$ cat config.mk
export PLATFORM = sky130hd
export DESIGN_NAME = wb_trace_capture
export DESIGN_NICKNAME = d
export VERILOG_FILES = /design/src/rtl/wb_trace_capture.sv
export SDC_FILE = /design/constraint.sdc
export NUM_CORES = 1
export LEC_CHECK = 0
export CAP_MARGIN = 15
export CORE_ASPECT_RATIO = 0.75
export CORE_MARGIN = 4
export CORE_UTILIZATION = 40
export CTS_CLUSTER_DIAMETER = 50
export DETAILED_ROUTE_END_ITERATION = 10
export PLACE_DENSITY = 0.68
export SLEW_MARGIN = 20
export SYNTH_ARGS = -nofsm -noshare
export SYNTH_HDL_FRONTEND = slang
export SYNTH_SLANG_ARGS = --single-unit
$ cat constraint.sdc
create_clock -name clk -period 5.6 [get_ports clk]
set_clock_uncertainty 0.1 [all_clocks]
set_input_delay 1.68 -clock clk [delete_from_list [all_inputs] [get_ports clk]]
set_output_delay 1.68 -clock clk [all_outputs]
set_load 0.02 [all_outputs]
$ cat src/rtl/wb_trace_capture.sv
// wb_trace_capture: bounded core run control with a cycle-stamped writeback trace FIFO
module wb_trace_capture #(
   parameter int DATA_W = 32,
   parameter int REG_AW = 5,
   parameter int CYC_W  = 16,
   parameter int DEPTH  = 8
) (
   input  logic                     clk,
   input  logic                     rst_n,
   input  logic                     start,
   input  logic [CYC_W-1:0]         max_cycles,
   input  logic                     wb_en,
   input  logic [REG_AW-1:0]        wb_addr,
   input  logic [DATA_W-1:0]        wb_data,
   output logic                     core_en,
   output logic                     out_valid,
   input  logic                     out_ready,
   output logic [CYC_W-1:0]         out_cycle,
   output logic [REG_AW-1:0]        out_addr,
   output logic [DATA_W-1:0]        out_data,
   output logic [$clog2(DEPTH):0]   fifo_count,
   output logic                     overflow,
   output logic                     done
);
   localparam int PW = $clog2(DEPTH);
   localparam int RW = CYC_W + REG_AW + DATA_W;
   localparam logic [PW:0] FULL = DEPTH[PW:0];
   typedef enum logic [1:0] {IDLE, RUN, DRAIN, DONE} state_t;
   state_t state;
   logic [CYC_W-1:0] cyc, lim;
   logic [PW-1:0] wp, rp;
   logic [RW-1:0] mem [DEPTH];
   logic [RW-1:0] head;
   logic push, pop, wr;
   assign out_valid = fifo_count != '0;
   always_comb begin
      push = state == RUN && wb_en && wb_addr != '0;
      pop  = out_valid && out_ready;
      wr   = push && (fifo_count != FULL || pop);
      head = out_valid ? mem[rp] : '0;
   end
   assign {out_cycle, out_addr, out_data} = head;
   always_ff @(posedge clk)
      if (wr) mem[wp] <= {cyc, wb_addr, wb_data};
   always_ff @(posedge clk or negedge rst_n) begin
      if (!rst_n) begin
         state      <= IDLE;
         core_en    <= 1'b0;
         done       <= 1'b0;
         cyc        <= '0;
         lim        <= '0;
         wp         <= '0;
         rp         <= '0;
         fifo_count <= '0;
         overflow   <= 1'b0;
      end else begin
         wp         <= wp + PW'(wr);
         rp         <= rp + PW'(pop);
         fifo_count <= fifo_count + (PW+1)'(wr) - (PW+1)'(pop);
         if (push && !wr) overflow <= 1'b1;
         case (state)
            IDLE, DONE:
               if (start) begin
                  lim      <= max_cycles;
                  cyc      <= '0;
                  overflow <= 1'b0;
                  done     <= 1'b0;
                  core_en  <= max_cycles != '0;
                  state    <= max_cycles == '0 ? DRAIN : RUN;
               end
            RUN:
               if (cyc == lim - CYC_W'(1)) begin
                  state   <= DRAIN;
                  core_en <= 1'b0;
               end else cyc <= cyc + CYC_W'(1);
            DRAIN:
               if (fifo_count == '0) begin
                  state <= DONE;
                  done  <= 1'b1;
               end
         endcase
      end
   end
endmodule

After elaboration in Yosys (flattened, before gate mapping)
Memory sizes are Yosys's and may differ from the RTL's.
Index checks and enable logic that the tools add are counted.

storage, ports and cells
  bits in registers = 47
  input port bits = 58
  memories = 1
  output and inout port bits = 61
  logic and storage cells = 66
  RAM bits = 424

operators by class
  multiplexer cells = 20
  $add $sub $neg = 6
  equality and inequality tests = 9
  reductions and logical operators = 21

memory list
  name  words  width  read ports  clocked after memory_dff  write ports  line  RTL
  mem   8      53     1           0                         1            32    logic [RW-1:0] mem [DEPTH];

operators by type and width
  operator                 number
  $mux W53                 1
  $mux W16                 2
  $pmux W16 S2             1
  $add A16 B1 Y16 const B  1
  $eq A16 B16 Y1           1
  $logic_not A16 Y1        1
  $reduce_bool A16 Y1      1
  $sub A16 B1 Y16 const B  1
  $reduce_and A3 Y1        4
  $mux W1                  9
  $mux W2                  4
  $add A3 B1 Y3            2
  $ne A2 B2 Y1 const B     3
  $pmux W2 S3              1
  $logic_and A1 B1 Y1      5
  $reduce_bool A5 Y1       1
  $add A4 B1 Y4            1
  $eq A2 B2 Y1 const B     2
  $logic_not A4 Y1         1
  $ne A4 B4 Y1 const B     1
  $pmux W1 S2              2
  $reduce_bool A2 Y1       2
  $reduce_bool A4 Y1       1
  $sub A4 B1 Y4            1
  other kinds (7)          7

Longest topological paths before layout
Gate-level depths: netlist (run 1).

  word-level depth = 9
  gate-level depth with buffers = 13
  depth with buffers taken out = 13

Worst setup path after synthesis (run 1)
No wires, ideal clock.

  path type = input to register
  from = in wb_addr[1]
  to = mem mem[1][0] (netlist name) (enable)
  required time = 4.971 ns
  setup slack = -0.994 ns
  data arrival time = 5.965 ns
  cell stages on the path = 6
  library setup time = 0.529 ns
  path buffers = 0
  cells stage by stage = or3_1 > o311a_1 > inv_1 > a31oi_1 > nand2_1 > nor3_1

between the ends
  cells in the longest elaborated chain, start to end = 5

ends and longest elaborated chain
  item                           line  RTL
  start: declaration             13    input logic [REG_AW-1:0] wb_addr,
  $reduce_bool A5 Y1             37    push = state == RUN && wb_en && wb_addr != '0;
  $logic_and A1 B1 Y1            37
  $logic_and A1 B1 Y1            39    wr = push && (fifo_count != FULL || pop);
  $mux W1                        44    if (wr) mem[wp] <= {cyc, wb_addr, wb_data};
  $mux W1 (implied by the code)  44
  end: declaration               32

Every way passes these cells.

Worst setup path in the final report (run 1)
  from = reg rp[0]
  to = out out_data[26]

between the ends
  cells in the longest elaborated chain, start to end = 2

ends and longest elaborated chain
  item                      line  RTL
  start: declaration        31    logic [PW-1:0] wp, rp;
  start signal: assignment  58    rp <= rp + PW'(pop);
  $mem_v2 Z8 W53            -
  $mux W53                  40    head = out_valid ? mem[rp] : '0;
  end: declaration          20    output logic [DATA_W-1:0] out_data,

Every way passes these cells.

==> results.md, run 1 <==
- RR Startpoint: fifo_count[3]
- Clk sinks: 471
- Syn. warnings: 0
- Outcome: complete, no violations
- # fillers: around 4k
- Final Hold Vio Count: 0
- Cts hold-fix bufs: 0
- Post-Syn Instances: 1009
- RSZ-0062 raised after global routing: false
- Tcrit/Tclk final: 0.8834
- Slack of the critical path: 0.6529 ns
- Post-synth top area share: 0.6654
- Power density over cell area: between 500 and 600 nW/um^2
- Post-CTS sizing: 0
- Initial antenna violation count: 0
- DRT Pass-1 Iters: 5
- Global-route wire length before repair: 61440 um
- Ant diodes: 0
- Fraction of registers with async set/reset: 0.09979
- Global route overflow: 0
- Syn_area_per_cell: about 19 um^2
- EDFF count, synth: 424
- Worst-Margin Slew: 0.8464 ns
- Worst EP arrival: 3.17 ns
- Initial Utilization: 0.4044
- Die area: 51440 um^2
- Tot GR Track Use: 0.1552
- Die span in y: 197.4 um
- Ports: 119
- Post-route DRC violation count: 0
- CORE AREA: approximately 47000 um^2
- Via density: 5.411
- Clk_lat worst skew: 0.56 ns
- Worst setup EP type: output pin
- Synth area leader: edfxtp_1
- Leakage: 7.592 nW
- Prevailing post-synth register cell: edfxtp_1
- Cell Rows: 69
- Cells on worst reg2reg path: 9
- Cell area after layout: 22810 um^2
- Most frequent cell after synthesis: edfxtp_1
- I/O Buffers: 118
- Seq cells post-synth: 471
- R2R setup slack: 2.19 ns
- DP Area: 21290 um^2
- Max Fclk: 202.1 MHz
- Final wirelength: 39580 um
- Layout cells sized above 1: 0.2027
- Synthesized Nets: about 1.1k
- Drt wl/cell: 21.71 um
- Req. time, crit path: 3.82 ns
- Synth cell count leaders: edfxtp_1 (424), mux4_2 (106), nor2_1 (73), mux2i_1 (55), dfrtp_1 (47)
- Reg-to-Reg End: mem[7][16]
- DPL Wire Length: 23910 um
- Setup crit end: out_data[26]
- Antenna Violating Nets Remaining: 0
- Synth cell types: 65
- Synth Cell Area: around 19000 um^2
- CTS max path bufs: 3
- Largest net degree at the start of global routing: 70
- Kind of critical path: reg -> out
- Max Cap Viol: 0
- Total power draw: 11.46 mW
- Critical Path Source Type: flop
- # H-tree levels: 2
- Pins Over Slew Limit: 0
- Crit path from: rp[0]
- Setup TNS: 0 ns
- Register clock-pin slew on the reported worst setup and hold paths: 0.06 ns
- Root buf cell: clkbuf_16
- Starting DRT DRC Count: 904
- Largest fanout on the critical path: 33
- Number of global-route vias before repair: 10.13k
- Final Wtd Congestion: 0.7571
- Pre-CTS setup slack: 0.9533 ns
- Ranking of synthesized cells by area: edfxtp_1 (67%), mux4_2 (12%), dfrtp_1 (6.1%)
- Setup repair bufs after CTS: 0
- Number of CTS-inserted buffers: 46
- Slew HR: 0.4337
- Die Span X: ~260 um
- Area Overhead vs Synth: 19.22%
- HP Class: reg -> reg
- Via count: 9865
- Period minus WS final: 4.947 ns
- CTS tree: built
- Final-stage net count: 1221
- Maximum vdd drop: 0.2970 mV
- Setup violations, final: 0
- Sequential-to-total area share from yosys stat: 0.7269
## cell usage in the layout, fill, tap and decap left out, drive strengths merged, types with 17 or more instances in the layout
cell / instances
nand2: 23
a21oi: 19
clkbuf: 55
buf: 25
mux4: 106
dfrtp: 47
mux2: 17
nand3: 17
inv: 23
nor2: 74
mux2i: 55
clkdlybuf4s50: 117
clkinv: 20
edfxtp: 424
## sequential cells by signal, summed over array words and instances, names as in the netlist
name,cells
core_en,1
cyc,16
done,1
fifo_count,4
lim,16
mem,424
overflow,1
rp,3
state,2
wp,3
## logic make-up (layout without fill, tap and decap cells)
| group | after synthesis | after routing | synth area share |
|---|---|---|---|
| flip-flops | 471 | 471 | 0.7269 |
| AND/OR/NAND/NOR | 187 | 187 | 0.05166 |
| multiplexers | 178 | 178 | 0.1635 |
| buffers and inverters | 71 | 246 | 0.01471 |
| AO/OA/AOI/OAI | 63 | 63 | 0.02184 |
| XOR/XNOR | 23 | 23 | 0.01053 |
| adder cells (fa/ha/maj) | 16 | 16 | 0.01085 |
## how the worst min path moves through the flow
| stage | start | depth (start not counted) | to | slack [ns] |
|---|---|---|---|---|
| final | core_en | 1 | core_en | 0.43 |
| after floorplan | rp[1] | 1 | rp[1] | 0.38 |
| after global routing | lim[15] | 1 | lim[15] | 0.47 |
| after detailed placement | core_en | 1 | core_en | 0.42 |
| after global placement | wp[0] | 1 | wp[0] | 0.41 |
| after CTS | core_en | 1 | core_en | 0.44 |
## critical path, stage by stage (launching register included)
cell and delay [ns]:
dfrtp_4 0.74, buf_12 0.34, mux4_2 0.54, mux2i_1 0.33, nor2_1 0.08, clkdlybuf4s50_1 0.56
## per-layer routing
metal  part of all wire  track usage  vias up
met5                  0            0        -
met4              0.012      0.02821        0
met3              0.064      0.03037       46
met2               0.47       0.2418      299
met1               0.46       0.2327     5173
li1                   -            -     4347
## through the flow
stage               utilization  std cells  hold slack (ns)
detailed placement       0.4499       1738           0.4226
global placement         0.4499       1738           0.4063
floorplan                     -       1009           0.3765
CTS                      0.4821       1823           0.4356
global route             0.4822       1823           0.4651
finish                   0.4822       1823           0.4296
## power breakdown
group / internal [mW] / total, mW / switching [mW]
clock: 1.77 / 3.09 / 1.32
sequential: 4.10 / 4.45 / 0.343
combinational: 1.92 / 3.92 / 2.00
## final cells by class
type / instances / area, um^2 / share of cell area
Clock buffer: 55 / 1185 / 0.05194
Clock inverter: 30 / 335.3 / 0.01470
Inverter: 19 / 71.32 / 0.003126
Multi-Input combinational cell: 467 / 5021 / 0.2201
Sequential cell: 471 / 13920 / 0.6102
Tap cell: 639 / 799.5 / 0.03505
Timing Repair Buffer: 142 / 1481 / 0.06494
Power figures use the tool's default switching activity.
==> inputs of run 2 (changes only) <==
CORE_MARGIN = default   (was 4)
==> results.md, run 2 (same netlist as run 1, synthesis figures left out) <==
- Slack of the critical path: 0.5822 ns
- Post-route DRC violation count: 0
- Drt wl/cell: 20.98 um
- DRT Pass-1 Iters: 5
- Register clock-pin slew on the reported worst setup and hold paths: 0.06 ns
- Power density over cell area: 493.7 nW/um^2
- Final-stage net count: 1225
- CTS tree: built
- Max Fclk: roughly 200 MHz
- Crit path from: rp[1]
- Pins Over Slew Limit: 0
- Setup repair bufs after CTS: 0
- Total power draw: 11.16 mW
- Setup violations, final: 0
- Cell Rows: 69
- Worst-Margin Slew: 1.013 ns
- Layout cells sized above 1: 0.1981
- Kind of critical path: reg -> out
- I/O Buffers: ~120
- Ant diodes: 0
- Number of CTS-inserted buffers: 46
- Worst EP arrival: 3.24 ns
- DPL Wire Length: 23610 um
- Largest net degree at the start of global routing: 60
- Core Util, Final: 0.4777
- Max reg flops: 424
- Leakage: 7.509 nW
- RSZ-0062 raised after global routing: false
- Outcome: complete, no violations
- Most frequent cells in the layout: edfxtp_1 (424), clkdlybuf4s50_1 (117), mux4_2 (106)
- # H-tree levels: 2
- Critical Path Source Type: flop
- Die span in y: 191.4 um
- Req. time, crit path: approximately 3.8 ns
- Via count: 9651
- HP Class: reg -> reg
- CTS max path bufs: 3
- Max Cap Viol: 0
- Tcrit/Tclk final: 0.8960
- Largest fanout on the critical path: 59
- Period minus WS final: around 5 ns
- Post-CTS sizing: 0
- Initial Utilization: 0.4044
- Commonest non-fill, non-tap cell in the layout: edfxtp_1
- Final Hold Vio Count: 0
- Pre-CTS setup slack: 0.9022 ns
- Area Overhead vs Synth: 18.10%
- Worst setup EP type: output pin
- Number of global-route vias before repair: 9817
- Slew HR: 0.3249
- Root buf cell: clkbuf_16
- Biggest register: mem
- Initial antenna violation count: 0
- Global-route wire length before repair: 58440 um
- Die area: 48720 um^2
- Global route overflow: 0
- CORE AREA: 47310 um^2
- Ports: 119
- Clk_lat worst skew: approximately 0.55 ns
- Starting DRT DRC Count: 617
- Hold Crit Start: wp[0]
- Final wirelength: between 30000 and 40000 um
- Clk sinks: 471
- RR Startpoint: fifo_count[2]
- Final Wtd Congestion: roughly 0.73
- Via density: 5.303
- Tot GR Track Use: 0.1592
- Die Span X: between 200 and 300 um
- Cts hold-fix bufs: 0
- Largest regs: mem: 424 flops, cyc: 16 flops, lim: 16 flops
- Setup TNS: 0 ns
- Hold Worst Slack: 0.4276 ns
- Maximum vdd drop: 0.2908 mV
- Antenna Violating Nets Remaining: 0
[run 2: changes by cell type in the layout (fill, tap and decap cells not counted), sizes merged]
cell	delta
clkbuf	+4
buf	+4
bufinv	-5
clkinv	-6
[run 2: layer usage]
layer  GRT usage  wire length, um
met4     0.03086              462
met5           0                0
met2      0.2426            17410
met1      0.2440            18570
met3     0.02301             1754
[run 2: layout make-up]
| class | count | area, um^2 |
|---|---|---|
| Timing Repair Buffer | 146 | 1449 |
| Fill cell | 3971 | 24710 |
| Sequential cell | 471 | 13920 |
| Multi-Input combinational cell | 467 | 5020 |
| Inverter | 19 | 71.32 |
| Clock inverter | 19 | 128.9 |
| Clock buffer | 59 | 1210 |
| Tap cell | 639 | 799.5 |
[run 2: per-stage QoR]
stage	area, um^2	cells
floorplan	19140	1009
global placement	21250	1742
detailed placement	21250	1742
CTS	22590	1820
global route	22600	1820
finish	22600	1820
[run 2: path summary, 6_finish.rpt]
| check | cells after the start | slack [ns] | endpoint |
|---|---|---|---|
| max | 5 | 0.58 | out_data[24] |
| min | 1 | 0.43 | wp[0] |
| max reg2reg | 9 | 2.06 | mem[1][29] |
| min reg2reg | 1 | 0.43 | wp[0] |
| max in group asynchronous | 2 | 3.81 | rp[2] |
| min in group asynchronous | 2 | 1.13 | done |
[run 2: power breakdown]
group | switching [mW] | internal [mW]
clock network | 1.25 | 1.53
registers | 0.450 | 4.10
logic | 1.90 | 1.93
[run 2: critical path, stage by stage, from the launching register on]
cell and delay, ns:
dfrtp_4 1.03, buf_4 0.36, mux4_2 0.31, mux2i_1 0.32, nor2_1 0.09, clkdlybuf4s50_1 0.55
